<file path="config.mk">
export PLATFORM = sky130hd
export DESIGN_NAME = ciphertext_affine_normalizer
export DESIGN_NICKNAME = d
export VERILOG_FILES = /design/src/rtl/ciphertext_affine_normalizer_pkg.sv /design/src/rtl/ciphertext_affine_normalizer_mul.sv /design/src/rtl/ciphertext_affine_normalizer.sv
export SDC_FILE = /design/constraint.sdc
export NUM_CORES = 1
export LEC_CHECK = 0
export ABC_AREA = 1
export ABC_CLOCK_PERIOD_IN_PS = 2150
export CORE_MARGIN = 5
export CORE_UTILIZATION = 59
export CTS_BUF_LIST = sky130_fd_sc_hd__clkbuf_4
export DETAILED_ROUTE_END_ITERATION = 10
export GPL_TIMING_DRIVEN = 0
export HOLD_SLACK_MARGIN = 0.06
export PLACE_DENSITY = 0.93
export SYNTH_ARGS = -nofsm -noshare
export SYNTH_HDL_FRONTEND = slang
export SYNTH_HIERARCHICAL = 1
export SYNTH_SLANG_ARGS = --single-unit
export TNS_END_PERCENT = 50
</file>
<file path="constraint.sdc">
create_clock -name clk -period 2.15 [get_ports clk]
set_input_delay 0.5375 -clock clk [delete_from_list [all_inputs] [get_ports clk]]
set_output_delay 0.5375 -clock clk [all_outputs]
set_load 0.01 [all_outputs]
</file>
<file path="src/rtl/ciphertext_affine_normalizer_pkg.sv">
// Shared types and GF(2^N) helpers for the ciphertext affine normalizer.
// Optional Z==0 flag outputs are enabled with NORM_INF_FLAG_EN.
package ciphertext_affine_normalizer_pkg;

  localparam int N_DEF = 3;
  localparam logic [N_DEF-1:0] POLY_DEF = 3'b011;

  typedef enum logic [2:0] {
    S_IDLE,
    S_LOAD,
    S_INV_SQ,
    S_INV_MUL,
    S_MUL_X,
    S_MUL_Y,
    S_NEXT,
    S_DONE
  } state_t;

  // v*x reduced by the low-N-bit polynomial; n must be <= 31
  function automatic logic [31:0] gf_reduce(
    input logic [31:0] v,
    input logic [31:0] poly,
    input int          n
  );
    logic [31:0] mask;
    logic        msb;
    mask = (32'd1 << n) - 32'd1;
    msb  = ((v >> (n - 1)) & 32'd1) != 32'd0;
    return ((v << 1) & mask) ^ (msb ? poly : 32'd0);
  endfunction

endpackage

</file>
<file path="src/rtl/ciphertext_affine_normalizer_mul.sv">
// Bit-serial MSB-first GF(2^N) multiplier, N cycles per product.
// Step 0 runs in the go cycle; p is valid combinationally while rdy is high.
module gf2m_serial_mul
  import ciphertext_affine_normalizer_pkg::*;
#(
  parameter int N = N_DEF,
  parameter logic [N-1:0] POLY = POLY_DEF
) (
  input  logic         clk,
  input  logic         reset,
  input  logic         go,
  input  logic [N-1:0] a,
  input  logic [N-1:0] b,
  output logic [N-1:0] p,
  output logic         rdy
);

  localparam int CW = $clog2(N) + 1;

  logic [N-1:0]  a_r;
  logic [N-1:0]  b_r;
  logic [N-1:0]  acc_r;
  logic [N-1:0]  acc_nx;
  logic [CW-1:0] cnt;
  logic          active;

  always_comb begin
    acc_nx = N'(gf_reduce(32'(acc_r), 32'(POLY), N));
    acc_nx = acc_nx ^ (b_r[N-1] ? a_r : '0);
  end

  assign p   = acc_nx;
  assign rdy = active && (cnt == CW'(N - 1));

  always_ff @(posedge clk or negedge reset) begin
    if (!reset) begin
      a_r    <= '0;
      b_r    <= '0;
      acc_r  <= '0;
      cnt    <= '0;
      active <= 1'b0;
    end else if (go) begin
      a_r    <= a;
      b_r    <= b << 1;
      acc_r  <= b[N-1] ? a : '0;
      cnt    <= CW'(1);
      active <= 1'b1;
    end else if (active) begin
      acc_r <= acc_nx;
      b_r   <= b_r << 1;
      cnt   <= cnt + CW'(1);
      if (rdy) active <= 1'b0;
    end
  end

endmodule

</file>
<file path="src/rtl/ciphertext_affine_normalizer.sv">
// Projective-to-affine converter for EC-ElGamal ciphertext points over GF(2^N).
// Define NORM_INF_FLAG_EN to add the c1_inf/c2_inf Z==0 flag outputs.
module ciphertext_affine_normalizer
  import ciphertext_affine_normalizer_pkg::*;
#(
  parameter int N = N_DEF,
  parameter logic [N-1:0] POLY = POLY_DEF
) (
  input  logic         clk,
  input  logic         reset,
  input  logic         start,
  input  logic [N-1:0] x_C1,
  input  logic [N-1:0] y_C1,
  input  logic [N-1:0] z_C1,
  input  logic [N-1:0] x_C2,
  input  logic [N-1:0] y_C2,
  input  logic [N-1:0] z_C2,
  output logic [N-1:0] ax_C1,
  output logic [N-1:0] ay_C1,
  output logic [N-1:0] ax_C2,
  output logic [N-1:0] ay_C2,
  output logic         busy,
  output logic         done
`ifdef NORM_INF_FLAG_EN
  ,
  output logic         c1_inf,
  output logic         c2_inf
`endif
);

  localparam int RW = $clog2(N);

  state_t        state;
  logic          pt;
  logic          first;
  logic [RW-1:0] rnd;
  logic [N-1:0]  t;
  logic [N-1:0]  acc;
  logic [N-1:0]  px [2];
  logic [N-1:0]  py [2];
  logic [N-1:0]  pz [2];
  logic [N-1:0]  rx [2];
  logic [N-1:0]  ry [2];
  logic          accept;
  logic          go;
  logic [N-1:0]  ma;
  logic [N-1:0]  mb;
  logic [N-1:0]  p;
  logic          rdy;

  assign accept = start && (state == S_IDLE || state == S_DONE);

  // LOAD and NEXT double as the first cycle of each point's first square
  always_comb begin
    go = first;
    ma = t;
    mb = t;
    case (state)
      S_LOAD: begin
        go = 1'b1;
        ma = pz[0];
        mb = pz[0];
      end
      S_NEXT: begin
        go = !pt;
        ma = pz[1];
        mb = pz[1];
      end
      S_INV_MUL: begin
        ma = acc;
        mb = t;
      end
      S_MUL_X: begin
        ma = px[pt];
        mb = acc;
      end
      S_MUL_Y: begin
        ma = py[pt];
        mb = acc;
      end
      default: ;
    endcase
  end

  gf2m_serial_mul #(.N(N), .POLY(POLY)) u_mul (
    .clk  (clk),
    .reset(reset),
    .go   (go),
    .a    (ma),
    .b    (mb),
    .p    (p),
    .rdy  (rdy)
  );

  always_ff @(posedge clk or negedge reset) begin
    if (!reset) begin
      for (int i = 0; i < 2; i++) begin
        px[i] <= '0;
        py[i] <= '0;
        pz[i] <= '0;
      end
    end else if (accept) begin
      px[0] <= x_C1;
      py[0] <= y_C1;
      pz[0] <= z_C1;
      px[1] <= x_C2;
      py[1] <= y_C2;
      pz[1] <= z_C2;
    end
  end

  always_ff @(posedge clk or negedge reset) begin
    if (!reset) begin
      state <= S_IDLE;
      pt    <= 1'b0;
      first <= 1'b0;
      rnd   <= '0;
      t     <= '0;
      acc   <= '0;
      for (int i = 0; i < 2; i++) begin
        rx[i] <= '0;
        ry[i] <= '0;
      end
      ax_C1 <= '0;
      ay_C1 <= '0;
      ax_C2 <= '0;
      ay_C2 <= '0;
      busy  <= 1'b0;
      done  <= 1'b0;
`ifdef NORM_INF_FLAG_EN
      c1_inf <= 1'b0;
      c2_inf <= 1'b0;
`endif
    end else begin
      first <= 1'b0;
      done  <= 1'b0;
      case (state)
        S_IDLE: begin
          if (accept) begin
            busy  <= 1'b1;
            state <= S_LOAD;
          end
        end
        S_LOAD: begin
          acc   <= N'(1);
          pt    <= 1'b0;
          rnd   <= '0;
          state <= S_INV_SQ;
        end
        S_INV_SQ: begin
          if (rdy) begin
            t     <= p;
            first <= 1'b1;
            state <= S_INV_MUL;
          end
        end
        S_INV_MUL: begin
          if (rdy) begin
            acc   <= p;
            first <= 1'b1;
            if (rnd == RW'(N - 2)) begin
              rnd   <= '0;
              state <= S_MUL_X;
            end else begin
              rnd   <= rnd + RW'(1);
              state <= S_INV_SQ;
            end
          end
        end
        S_MUL_X: begin
          if (rdy) begin
            rx[pt] <= p;
            first  <= 1'b1;
            state  <= S_MUL_Y;
          end
        end
        S_MUL_Y: begin
          if (rdy) begin
            ry[pt] <= p;
            state  <= S_NEXT;
          end
        end
        S_NEXT: begin
          if (!pt) begin
            pt    <= 1'b1;
            acc   <= N'(1);
            state <= S_INV_SQ;
          end else begin
            ax_C1 <= rx[0];
            ay_C1 <= ry[0];
            ax_C2 <= rx[1];
            ay_C2 <= ry[1];
            done  <= 1'b1;
`ifdef NORM_INF_FLAG_EN
            c1_inf <= (pz[0] == '0);
            c2_inf <= (pz[1] == '0);
`endif
            state <= S_DONE;
          end
        end
        S_DONE: begin
          if (accept) begin
            state <= S_LOAD;
          end else begin
            busy  <= 1'b0;
            state <= S_IDLE;
          end
        end
        default: state <= S_IDLE;
      endcase
    end
  end

endmodule

</file>
==> flow_summary.json <==
{
  "worst_setup_path_end_kind": "flip-flop",
  "hold_class": "in2async",
  "arrival_ns": 2.26,
  "rows": 27,
  "power.density_nw_per_um2": 1269,
  "p_leak_nw": 2.018,
  "port_buffers": 34,
  "clk_pin_slew_ns": 0.10,
  "hold_viol_final": 0,
  "start_kind": "flip-flop",
  "ys_seq_area_frac": 0.5155,
  "cts.htree.levels": 3,
  "numCtsBuffers": 9,
  "fp.dieW_um": 85.35,
  "ys_types": 37,
  "synth_fa_ha_area_frac": 0.007471,
  "ant_nets": 0,
  "finalPower_mw": 4.958,
  "synth-compound-area-share": 0.07957,
  "crit_type": "reg2reg",
  "timing.final.crit_share": 0.9104,
  "fillers": 431,
  "syn_area_um2": 3349,
  "synth_top_cell_by_area": "dfrtp_1",
  "avgSynthCellArea_um2": 8.169,
  "ys_ff_latch": 69,
  "finalMaxSlewViolations": 0,
  "gp_congestion": 0.8931,
  "dpl.hpwl_um": 5186,
  "grt_start_max_net_pins": 70,
  "antenna_found_initial": 0,
  "start_util": 0.6083,
  "rsz0062_at_grt": "false",
  "track_usage": 0.2083,
  "maxSlewHeadroom": 0.4460,
  "cts.sinks": 69,
  "grt_overflow_total": 0,
  "antennaDiodeCount": 0,
  "skew_ns": 0.01172,
  "async_flop_share": 1.000,
  "worstPathRequired_ns": 2.45,
  "muxShareOfSynthArea": 0,
  "synthSimpleGateAreaFrac": 0.3198,
  "finalCriticalPeriod_ns": 1.957,
  "setup_viol_count_final": 0,
  "synth_top_family_by_area": "simple AND/OR/NAND/NOR gates",
  "synth_area_leaders": "dfrtp_1 52%, nand2_1 20%, nand3_1 5.7%, o21ai_0 3.3%, inv_1 3.0%",
  "yosys_warnings": 6,
  "fmax_mhz": 510.9,
  "drive_gt1_frac": 0.1220,
  "synth_xor_area_frac": 0.009712,
  "wl_um": 7003,
  "synthesis.instances": 410,
  "syn2layout_area_growth_pct": 16.66,
  "via_per_inst": 5.260,
  "synth_edf_count": 0,
  "cts_tree": "done",
  "drt_iter0_markers": 230,
  "dieHeight_um": 85.35,
  "tns_ns": 0,
  "grt_pass1_vias": 2768,
  "worst_pin_slew_ns": 0.8309,
  "peakVddDrop_uv": 618.5,
  "dieArea_um2": 7284,
  "synthesis.nets": 433,
  "synth.top_cell.area_share": 0.5155,
  "core_area_um2": 5507,
  "status": "completed",
  "synth_ff_type": "dfrtp_1",
  "via_count": 2793,
  "final_nets": 478,
  "cap_violations": 0,
  "clock_path_buffers": 2,
  "pin_count": 35,
  "grt_pass1_wl_um": 12010,
  "wl_per_cell_um": 13.19,
  "crit_fanout": 10,
  "root_buffer": "clkbuf_4",
  "drt_pre_antenna_iters": 4,
  "insertion_delay_ns": 0.42,
  "drcViolationCount": 0,
  "post_cts_buffers": 0
}
## stage by stage
stage	instance area, um^2	hold WS (ns)	utilization	std cells	setup WS, ns
3_3_place_gp	3780	0.4546	0.6864	516	-1.602
2_1_floorplan	3349	0.2419	-	410	0.4781
3_5_place_dp	3777	0.4616	0.6860	516	0.1632
5_1_grt	3908	0.2889	0.7096	531	0.06676
6_report	3908	0.2172	0.7096	531	0.1926
4_1_cts	3905	0.2371	0.7092	531	0.1313
## registers in the layout (all words and copies together) (netlist names), 3 cells and up
name         cells
acc              3
ax_C1            3
ax_C2            3
ay_C1            3
ay_C2            3
px               6
py               6
pz               6
rx               6
ry               6
state            3
t                3
u_mul/a_r        3
u_mul/acc_r      3
u_mul/cnt        3
## Yosys cell counts, types with 4 or more instances
library cell	instances
a21oi_1	5
a21oi_2	4
buf_4	4
dfrtp_1	69
inv_1	27
nand2_1	177
nand2_2	4
nand3_1	38
nor2_1	12
nor2_2	4
o21ai_0	22
o21ai_1	5
## critical path, stage by stage, from the launching register on
cell and delay, ns:
dfrtp_1 0.39, buf_4 0.17, nand2_2 0.10, nor2_4 0.06, nand2_2 0.13, buf_2 0.24
o21ai_0 0.12, inv_1 0.10, buf_6 0.14, inv_6 0.04, nand2_4 0.10, inv_4 0.06
a22o_1 0.18
## final timing paths
| check | start | slack, ns | to | cells past startpoint |
|---|---|---|---|---|
| worst max-delay path | state[2]$_DFFE_PN0P_ | 0.19 | u_mul/b_r[1]$_DFFE_PN0P_ | 12 |
| worst min-delay path | reset | 0.22 | ry[4]$_DFFE_PN0P_ | 1 |
| worst max register to register | state[2]$_DFFE_PN0P_ | 0.19 | u_mul/b_r[1]$_DFFE_PN0P_ | 12 |
| worst min register to register | py[5]$_DFFE_PN0P_ | 0.48 | py[5]$_DFFE_PN0P_ | 2 |
| max in group asynchronous | reset | 1.39 | pz[2]$_DFFE_PN0P_ | 1 |
| min in group clk | py[5]$_DFFE_PN0P_ | 0.48 | py[5]$_DFFE_PN0P_ | 2 |
## cell type report
class / instances / area [um^2] / share of cell area
flip-flops and latches: 69 / 1727 / 0.4419
multi-input cells: 296 / 1398 / 0.3577
repair buffers: 34 / 337.8 / 0.08646
inverters: 33 / 131.4 / 0.03362
plain buffers: 12 / 96.34 / 0.02466
clock buffers: 12 / 90.09 / 0.02305
well taps: 72 / 90.09 / 0.02305
clock inverters: 3 / 37.54 / 0.009606
## placed cells by master, fill, tap and decap left out, types with 3 or more instances in the layout
cell type        synthesis  layout
nand2_1                177     177
dfrtp_1                 69      69
nand3_1                 38      38
clkdlybuf4s50_1          0      33
inv_1                   27      27
o21ai_0                 22      22
clkbuf_4                 0      12
nor2_1                  12      11
nor2_2                   4       5
buf_4                    4       5
a21oi_1                  5       5
o21ai_1                  5       5
nand2_2                  4       4
a21oi_2                  4       4
buf_6                    3       3
clkinv_1                 1       3
nand3_2                  3       3
inv_2                    3       3
## per-layer routing
layer	part of all wire	vias to the layer above	global-route usage
li1	-	1389	-
met3	0.068	21	0.04175
met1	0.42	1281	0.2483
met4	0.028	0	0.1065
met2	0.48	102	0.3559
met5	0	-	0
## timing repair
action	CTS	global route
hold buffers	0	0
endpoints found under the setup margin	0	6
gates resized for setup	0	1
hold endpoints to repair	0	0
## power by group
part           total [mW]  switching [mW]  leakage [nW]  internal, mW
Clock               0.812           0.431        0.0725         0.382
Combinational        2.18            1.40          1.04         0.785
Sequential           1.96           0.251         0.901          1.71
Total                4.96            2.08          2.02          2.88
## kinds of logic (layout without fill, tap and decap cells)
logic type | after synthesis | count (layout)
flip-flops | 69 | 69
AND/OR/NAND/NOR | 248 | 248
AO/OA/AOI/OAI | 44 | 44
buffers and inverters | 45 | 94
XOR/XNOR | 2 | 2
adder cells (fa/ha/maj) | 2 | 2
No activity file was read; power rests on OpenSTA's default activity.
